--- src/rtl/countdown_timer.sv ---
// BCD minutes:seconds countdown timer (00:00 .. 99:59).
// Decrements once per tick while running, borrowing from seconds units up to
// minutes tens. Reaching 00:00 emits a one-cycle done pulse and holds alarm
// until clr, a load, or AUTO_CLR_TICKS further ticks (0 disables auto-clear).
//
// Ports:
//   clk                 system clock, rising edge
//   rst_n               asynchronous reset, active HIGH despite the name
//   tick                one-cycle 1 Hz enable
//   load                load clamped preset digits (ld_mm_t/ld_mm_u/ld_ss_t/ld_ss_u)
//   start/pause/clr     control strobes, priority clr > load > pause > start > tick
//   mm_t/mm_u/ss_t/ss_u current BCD digits
//   running             high in RUN
//   done                one-cycle pulse on reaching 00:00
//   alarm               high in EXPIRED
module countdown_timer #(
  parameter int unsigned AUTO_CLR_TICKS = 10
) (
  input  logic       clk,
  input  logic       rst_n,
  input  logic       tick,
  input  logic       load,
  input  logic [3:0] ld_mm_t,
  input  logic [3:0] ld_mm_u,
  input  logic [2:0] ld_ss_t,
  input  logic [3:0] ld_ss_u,
  input  logic       start,
  input  logic       pause,
  input  logic       clr,
  output logic [3:0] mm_t,
  output logic [3:0] mm_u,
  output logic [2:0] ss_t,
  output logic [3:0] ss_u,
  output logic       running,
  output logic       done,
  output logic       alarm
);

  // Counter only needs to hold 0 .. AUTO_CLR_TICKS-1.
  localparam int unsigned CW = (AUTO_CLR_TICKS > 1) ? $clog2(AUTO_CLR_TICKS) : 1;

  typedef enum logic [1:0] {
    IDLE    = 2'd0,
    RUN     = 2'd1,
    PAUSE   = 2'd2,
    EXPIRED = 2'd3
  } state_e;

  state_e        state_q, state_d;
  logic [3:0]    mm_t_q, mm_t_d;
  logic [3:0]    mm_u_q, mm_u_d;
  logic [2:0]    ss_t_q, ss_t_d;
  logic [3:0]    ss_u_q, ss_u_d;
  logic          running_q, running_d;
  logic          done_q, done_d;
  logic          alarm_q, alarm_d;
  logic [CW-1:0] cnt_q, cnt_d;

  // Clamped preset digits.
  logic [3:0] ld_mm_t_c, ld_mm_u_c, ld_ss_u_c;
  logic [2:0] ld_ss_t_c;

  always_comb begin
    ld_mm_t_c = (ld_mm_t > 4'd9) ? 4'd9 : ld_mm_t;
    ld_mm_u_c = (ld_mm_u > 4'd9) ? 4'd9 : ld_mm_u;
    ld_ss_t_c = (ld_ss_t > 3'd5) ? 3'd5 : ld_ss_t;
    ld_ss_u_c = (ld_ss_u > 4'd9) ? 4'd9 : ld_ss_u;
  end

  // Decremented count with borrow chain ss_u -> ss_t -> mm_u -> mm_t.
  logic [3:0] dec_mm_t, dec_mm_u, dec_ss_u;
  logic [2:0] dec_ss_t;
  logic       brw_ss_u, brw_ss_t, brw_mm_u;
  logic       count_zero, count_one;

  always_comb begin
    brw_ss_u = (ss_u_q == 4'd0);
    brw_ss_t = brw_ss_u && (ss_t_q == 3'd0);
    brw_mm_u = brw_ss_t && (mm_u_q == 4'd0);
    dec_ss_u = brw_ss_u ? 4'd9 : ss_u_q - 4'd1;
    dec_ss_t = brw_ss_u ? ((ss_t_q == 3'd0) ? 3'd5 : ss_t_q - 3'd1) : ss_t_q;
    dec_mm_u = brw_ss_t ? ((mm_u_q == 4'd0) ? 4'd9 : mm_u_q - 4'd1) : mm_u_q;
    // 00:00 never reaches RUN, so mm_t cannot underflow here.
    dec_mm_t = brw_mm_u ? mm_t_q - 4'd1 : mm_t_q;
    count_zero = (mm_t_q == 4'd0) && (mm_u_q == 4'd0) && (ss_t_q == 3'd0) && (ss_u_q == 4'd0);
    count_one  = (mm_t_q == 4'd0) && (mm_u_q == 4'd0) && (ss_t_q == 3'd0) && (ss_u_q == 4'd1);
  end

  // Next-state and next-output logic, evaluated in input priority order.
  always_comb begin
    state_d = state_q;
    mm_t_d  = mm_t_q;
    mm_u_d  = mm_u_q;
    ss_t_d  = ss_t_q;
    ss_u_d  = ss_u_q;
    cnt_d   = cnt_q;
    done_d  = 1'b0;

    if (clr) begin
      state_d = IDLE;
      mm_t_d  = 4'd0;
      mm_u_d  = 4'd0;
      ss_t_d  = 3'd0;
      ss_u_d  = 4'd0;
      cnt_d   = '0;
    end else if (load && (state_q != RUN)) begin
      mm_t_d = ld_mm_t_c;
      mm_u_d = ld_mm_u_c;
      ss_t_d = ld_ss_t_c;
      ss_u_d = ld_ss_u_c;
      cnt_d  = '0;
      if (state_q == EXPIRED) state_d = IDLE;
    end else if (pause) begin
      if ((state_q == RUN) || (state_q == PAUSE)) state_d = PAUSE;
    end else if (start) begin
      if (((state_q == IDLE) && !count_zero) || (state_q == PAUSE)) state_d = RUN;
    end else if (tick) begin
      case (state_q)
        RUN: begin
          mm_t_d = dec_mm_t;
          mm_u_d = dec_mm_u;
          ss_t_d = dec_ss_t;
          ss_u_d = dec_ss_u;
          if (count_one) begin
            state_d = EXPIRED;
            done_d  = 1'b1;
            cnt_d   = '0;
          end
        end
        EXPIRED: begin
          if (AUTO_CLR_TICKS != 0) begin
            if (cnt_q == CW'(AUTO_CLR_TICKS - 1)) begin
              state_d = IDLE;
              cnt_d   = '0;
            end else begin
              cnt_d = cnt_q + CW'(1);
            end
          end
        end
        default: ;
      endcase
    end

    running_d = (state_d == RUN);
    alarm_d   = (state_d == EXPIRED);
  end

  // State and output registers.
  always_ff @(posedge clk or posedge rst_n) begin
    if (rst_n) begin
      state_q   <= IDLE;
      mm_t_q    <= 4'd0;
      mm_u_q    <= 4'd0;
      ss_t_q    <= 3'd0;
      ss_u_q    <= 4'd0;
      running_q <= 1'b0;
      done_q    <= 1'b0;
      alarm_q   <= 1'b0;
      cnt_q     <= '0;
    end else begin
      state_q   <= state_d;
      mm_t_q    <= mm_t_d;
      mm_u_q    <= mm_u_d;
      ss_t_q    <= ss_t_d;
      ss_u_q    <= ss_u_d;
      running_q <= running_d;
      done_q    <= done_d;
      alarm_q   <= alarm_d;
      cnt_q     <= cnt_d;
    end
  end

  assign mm_t    = mm_t_q;
  assign mm_u    = mm_u_q;
  assign ss_t    = ss_t_q;
  assign ss_u    = ss_u_q;
  assign running = running_q;
  assign done    = done_q;
  assign alarm   = alarm_q;

endmodule

--- config.mk ---
export PLATFORM = sky130hd
export DESIGN_NAME = countdown_timer
export DESIGN_NICKNAME = d
export VERILOG_FILES = /design/src/rtl/countdown_timer.sv
export SDC_FILE = /design/constraint.sdc
export NUM_CORES = 1
export LEC_CHECK = 0
export CAP_MARGIN = 20
export CORE_ASPECT_RATIO = 1.2
export CORE_MARGIN = 5
export CORE_UTILIZATION = 55
export CTS_BUF_LIST = sky130_fd_sc_hd__clkbuf_4
export CTS_CLUSTER_SIZE = 24
export DETAILED_ROUTE_END_ITERATION = 8
export PLACE_DENSITY = 0.87
export SETUP_SLACK_MARGIN = 0.05
export SLEW_MARGIN = 20
export SYNTH_ARGS = -nofsm -noshare
export SYNTH_HDL_FRONTEND = slang
export SYNTH_SLANG_ARGS = --single-unit
--- constraint.sdc ---
create_clock -name clk -period 5.19 [get_ports clk]
set_input_delay 0.7785 -clock clk [delete_from_list [all_inputs] [get_ports clk]]
set_output_delay 0.7785 -clock clk [all_outputs]
set_load 0.02 [all_outputs]
# Word level (Yosys, flattened, before mapping)
# Index checks and enable logic that the tools add are counted.
[classes]
n_addsub = 5
magnitude_cmp = 4
eq_ne = 11
mux = 60
reduce_logical = 27
[ops]
columns = ["operator", "n"]
rows = [
  ["4-bit 2-to-1 mux", 32],
  ["3-bit 2-to-1 mux", 9],
  ["2-bit 2-to-1 mux", 10],
  ["5-bit AND reduction", 4],
  ["3-bit nonzero test", 5],
  ["4-bit > comparator, second input constant", 3],
  ["4-bit logical NOT", 3],
  ["4-bit by 1-bit subtractor with 4-bit output, second input constant", 3],
  ["1-bit logical AND", 8],
  ["4-bit case mux with 2 select lines", 1],
  ["1-bit 2-to-1 mux", 7],
  ["2-bit equality test, second input constant", 3],
  ["3-bit by 1-bit != test with 1-bit output, second input constant", 2],
  ["4-bit by 1-bit adder with 4-bit output, second input constant", 1],
  ["2-bit by 1-bit equality test with 1-bit output, second input constant", 2],
  ["4-bit by 1-bit equality test with 1-bit output, second input constant", 1],
  ["4-bit equality test, second input constant", 1],
  ["4-bit != test, second input constant", 1],
  ["2-bit case mux with 2 select lines", 1],
  ["4-bit AND reduction", 1],
  ["4-bit nonzero test", 1],
  ["3-bit > comparator, second input constant", 1],
  ["3-bit logical NOT", 1],
  ["3-bit by 1-bit subtractor with 3-bit output, second input constant", 1],
  ["other kinds (4)", 5],
]
[totals]
register_bits = 24
in_bits = 22
out_inout_bits = 18
word_cells = 116

# Depth between registers and ports, before layout
[depth]
depth_word = 13
ltp_mapped = 7
ltp_nobuf = 7

# Worst setup path after synthesis
# OpenSTA, ideal clock, no wires.
[synth_timing]
path_kind = "input-to-reg"
startpoint = "input start"
endpoint = "register mm_t_q[1], in the netlist mm_t[1]"
setup_ns = 0.074
arrival_ns = 2.131
t_required_ns = 5.116
path_slack_ns = 2.985
stages = 6
n_path_buf = 1
cell_sequence = "or2_1 -> buf_4 -> nor4_4 -> nand2_2 -> mux2_4 -> o21ai_2"
[synth_between]
elab_chain_len = 2
[synth_rtl]
columns = ["element", "line_no", "text"]
rows = [
  ["start: declaration", "27", "input logic start,"],
  ["3-bit by 1-bit != test with 1-bit output (no line)", "n/a", ""],
  ["5-bit AND reduction (no line)", "n/a", ""],
  ["end signal: assignment", "162", "mm_t_q <= mm_t_d;"],
  ["end: declaration", "50", "logic [3:0] mm_t_q, mm_t_d;"],
]
# Every way passes these cells.
# A chain may end at the register's enable or synchronous reset.

# Final worst setup path
[layout_timing]
startpoint = "input pause"
endpoint = "register mm_t_q[1], in the netlist mm_t[1]"
[layout_between]
elab_chain_len = 2
[layout_rtl]
columns = ["element", "line_no", "text"]
rows = [
  ["start: declaration", "28", "input logic pause,"],
  ["3-bit by 1-bit != test with 1-bit output (no line)", "n/a", ""],
  ["5-bit AND reduction (no line)", "n/a", ""],
]
# Every way passes these cells.

==> summary.txt <==
Worst setup path
  – Critical path launch point: pause
  – End of the worst register-to-register path: mm_t[1]
  – Peak per-stage delay on the critical path: 610 ps
  – Worst r2r path cells: 7
  – R2R Setup Slk: 2850 ps
  – Slowest CP cell: nor4_4
  – Crit path capture: mm_t[1]
  – CP Data Arrival Time: approximately 2900 ps
  – Crit path kind: in2reg
  – Reg-to-Reg Start: ss_u[0]
  – Endpoint type of the worst setup path: register
  – Setup crit start kind: input pin
  – Max FO, Critical Path: 9
  – CP cell instances: clkdlybuf4s50_1, or2_1, nor4_4, nand2_2, mux2_4, o21ai_2
  – CP Data Required Time: around 5400 ps

Pwr
  – Power density over the cells: 197.4 mW/mm2
  – Power, Total: 0.0004151 W
  – P_leak: between 0.8 and 0.9 nW
  – Max VDD drop: roughly 180 uV

STA
  – Min cycle time layout: 2604 ps
  – Slew Limit Headroom: between 50% and 60%
  – Worst slew pin tran: 685.3 ps
  – Max Clk Rate: 0.3840 GHz
  – Final setup skew: between 4 and 5 ps
  – RSZ-0062 raised after global routing: no
  – Final clock period utilization by the worst path: 50.17%
  – Count of final setup violators: 0
  – Setup TNS: 0 ps
  – Slew Limit Fails: 0
  – Hold Vio Cnt, Final: 0

Clocking
  – CTS tree: built
  – Clock Sinks: 24
  – CTS Root Cell: clkbuf_4
  – CTS HTree Levels: 1
  – Post CTS Setup Buffer Count: 0
  – Worst-skew pair later-pin latency: 310 ps
  – Clock tree buffer depth: 2
  – Clk slew on worst S/H paths: 140 ps
  – CTS resizes: 0
  – Total CTS buffers: 3
  – Post-CTS Hold Fix Bufs: 0

Layout
  – Antenna diode count: 0
  – Post-route design area: ~0.0021 mm2
  – Final nets: 258
  – Final Instance Count excl. Fillers: 261
  – Util after Layout: 74.12%
  – Share of post-route cells with drive strength above 1: 6.608%
  – Area Growth Syn to Fin: 26.96%

Route
  – Drt via density: 6.004
  – Drt pass-1 iters: 4
  – Via count: 1567
  – Post-DR wirelength/cell: 15.93 um
  – Drc violations: 0
  – Antenna Nets Post-Route: 0
  – Initial DRC Count: 60
  – Detailed Route WL: 4.158 mm

Logic synthesis
  – Main flop type after synthesis: dfrtp_1
  – Netlist cell types: just over 50
  – Sequential share of the synthesized area: between 30% and 40%
  – Seq cells post-synth: 24
  – Asr flop ratio synth: between 90% and 100%
  – Post-synth top area cell: dfrtp_1
  – Top cells by count, synth: dfrtp_1 (24), nor2_1 (22), nand2_1 (16), inv_1 (12), a21oi_1 (10)
  – Area fraction of the dominant cell type after synthesis: 36.25%
  – Syn Area/Cell: roughly 8.6 um2
  – Top-count cell post-synth: dfrtp_1
  – Syn Nets: 221
  – Post-synth EDFFs: 0
  – Synth Warn #: 0
  – Mapped Area: about 0.0017 mm2
  – Synth top area cells: dfrtp_1 (36%), ha_1 (5.3%), nor2_1 (5.0%)
  – Mapped Cells: ~190

Floorplan
  – Initial Util: about 60%
  – Site row count: 21
  – Chip height: 70.12 um
  – Core ar.: between 0.002 and 0.003 mm2
  – Die area: 0.004214 mm2
  – Die X: 60.10 um
  – I/O Pins: 40

Place
  – DP Cell Count: between 200 and 300
  – Input/output buffers: 39
  – Area after DPL: ~0.0021 mm2
  – GPL Wtd Cong: 0.8446
  – Dpl hpwl: 3.101 mm

Hold path
  – Hold_sp: cnt_q[3]
  – Worst Hold Class: reg2reg

Global route
  – Initial antenna violation count: 0
  – GRT Residual Overflow: 0
  – Largest net degree at the start of global routing: 25
  – Global-route wire length before repair: 6.934 mm
  – Vias in the first global route: about 1600
  – GRT Overall Usage: 20.61%

Run status
  – Status: completed

Flow run
  – Max cap viols: 0
logic make-up after synthesis:
| kind of cell | share of synthesized area, % |
|---|---|
| AOI/OAI and AO/OA | 18.20 |
| xor gates and xnor gates | 2.644 |
| and+or+nand+nor | 29.38 |
| buffers and inverters | 4.909 |
| adders and majority gates | 5.287 |
| muxes | 3.323 |
| DFF | 36.25 |
sequential cells by signal, summed over array words and instances, names as in the netlist:
signal / cells
ss_u: 4
mm_u: 4
running: 1
ss_t: 3
state_q: 2
done: 1
cnt_q: 4
alarm: 1
mm_t: 4
layout by cell type (no fill, tap or decap), types with 2 or more instances in the layout:
master	n
a211oi_1	5
a21o_1	2
a21oi_1	10
a311oi_1	2
and2_1	2
and3_1	3
clkbuf_4	3
clkdlybuf4s50_1	39
dfrtp_1	24
ha_1	7
inv_1	12
mux2i_1	4
nand2_1	16
nand2b_1	2
nand3_1	5
nand3b_1	2
nand4_1	3
nor2_1	22
nor2b_1	5
nor3_1	6
nor3b_1	2
nor4_1	2
o211ai_1	3
o21ai_0	7
o21ai_1	7
o41ai_1	2
or2_1	2
or3_1	2
xnor2_1	2
xor2_1	3
critical path, delay by kind of cell:
kind	cells	cell delay (ps)
buf+inv	1	510
mux	1	320
compound gates	1	110
simple gates	3	1130
how the worst min path moves through the flow:
stage	to	slack, ps	depth (start not counted)
after floorplan	cnt_q[3]	460	1
after global placement	cnt_q[3]	480	1
after detailed placement	cnt_q[3]	500	1
after CTS	cnt_q[3]	520	1
after global routing	cnt_q[3]	540	1
final	cnt_q[3]	520	1
power by group:
group          switching [W]  internal [W]
logic              0.0000625     0.0000580
registers          0.0000140      0.000196
clock network      0.0000579     0.0000272
layer usage:
metal / vias to the layer above / share of wire (%) / GRT usage, %
li1: 759 / - / -
met2: 44 / 50 / 33.29
met4: 0 / 1.4 / 8.128
met1: 758 / 44 / 27.25
met5: - / 0 / 0
met3: 6 / 5.0 / 2.578
through the flow:
step / worst slack, ps / hold slack (ps)
6_report: 2586 / 523.6
5_1_grt: 2458 / 535.4
4_1_cts: 2581 / 522.0
3_5_place_dp: 2249 / 503.9
3_3_place_gp: 2371 / 482.3
2_1_floorplan: 2985 / 464.4
area by class of cell:
type | instances | area (um2)
inverter | 12 | 45.04
clock buffer | 3 | 22.52
multi-input combinational | 148 | 974.7
fill | 218 | 734.5
sequential | 24 | 600.6
timing repair buffer | 40 | 417.9
tap | 34 | 42.54
Power figures use the tool's default switching activity.
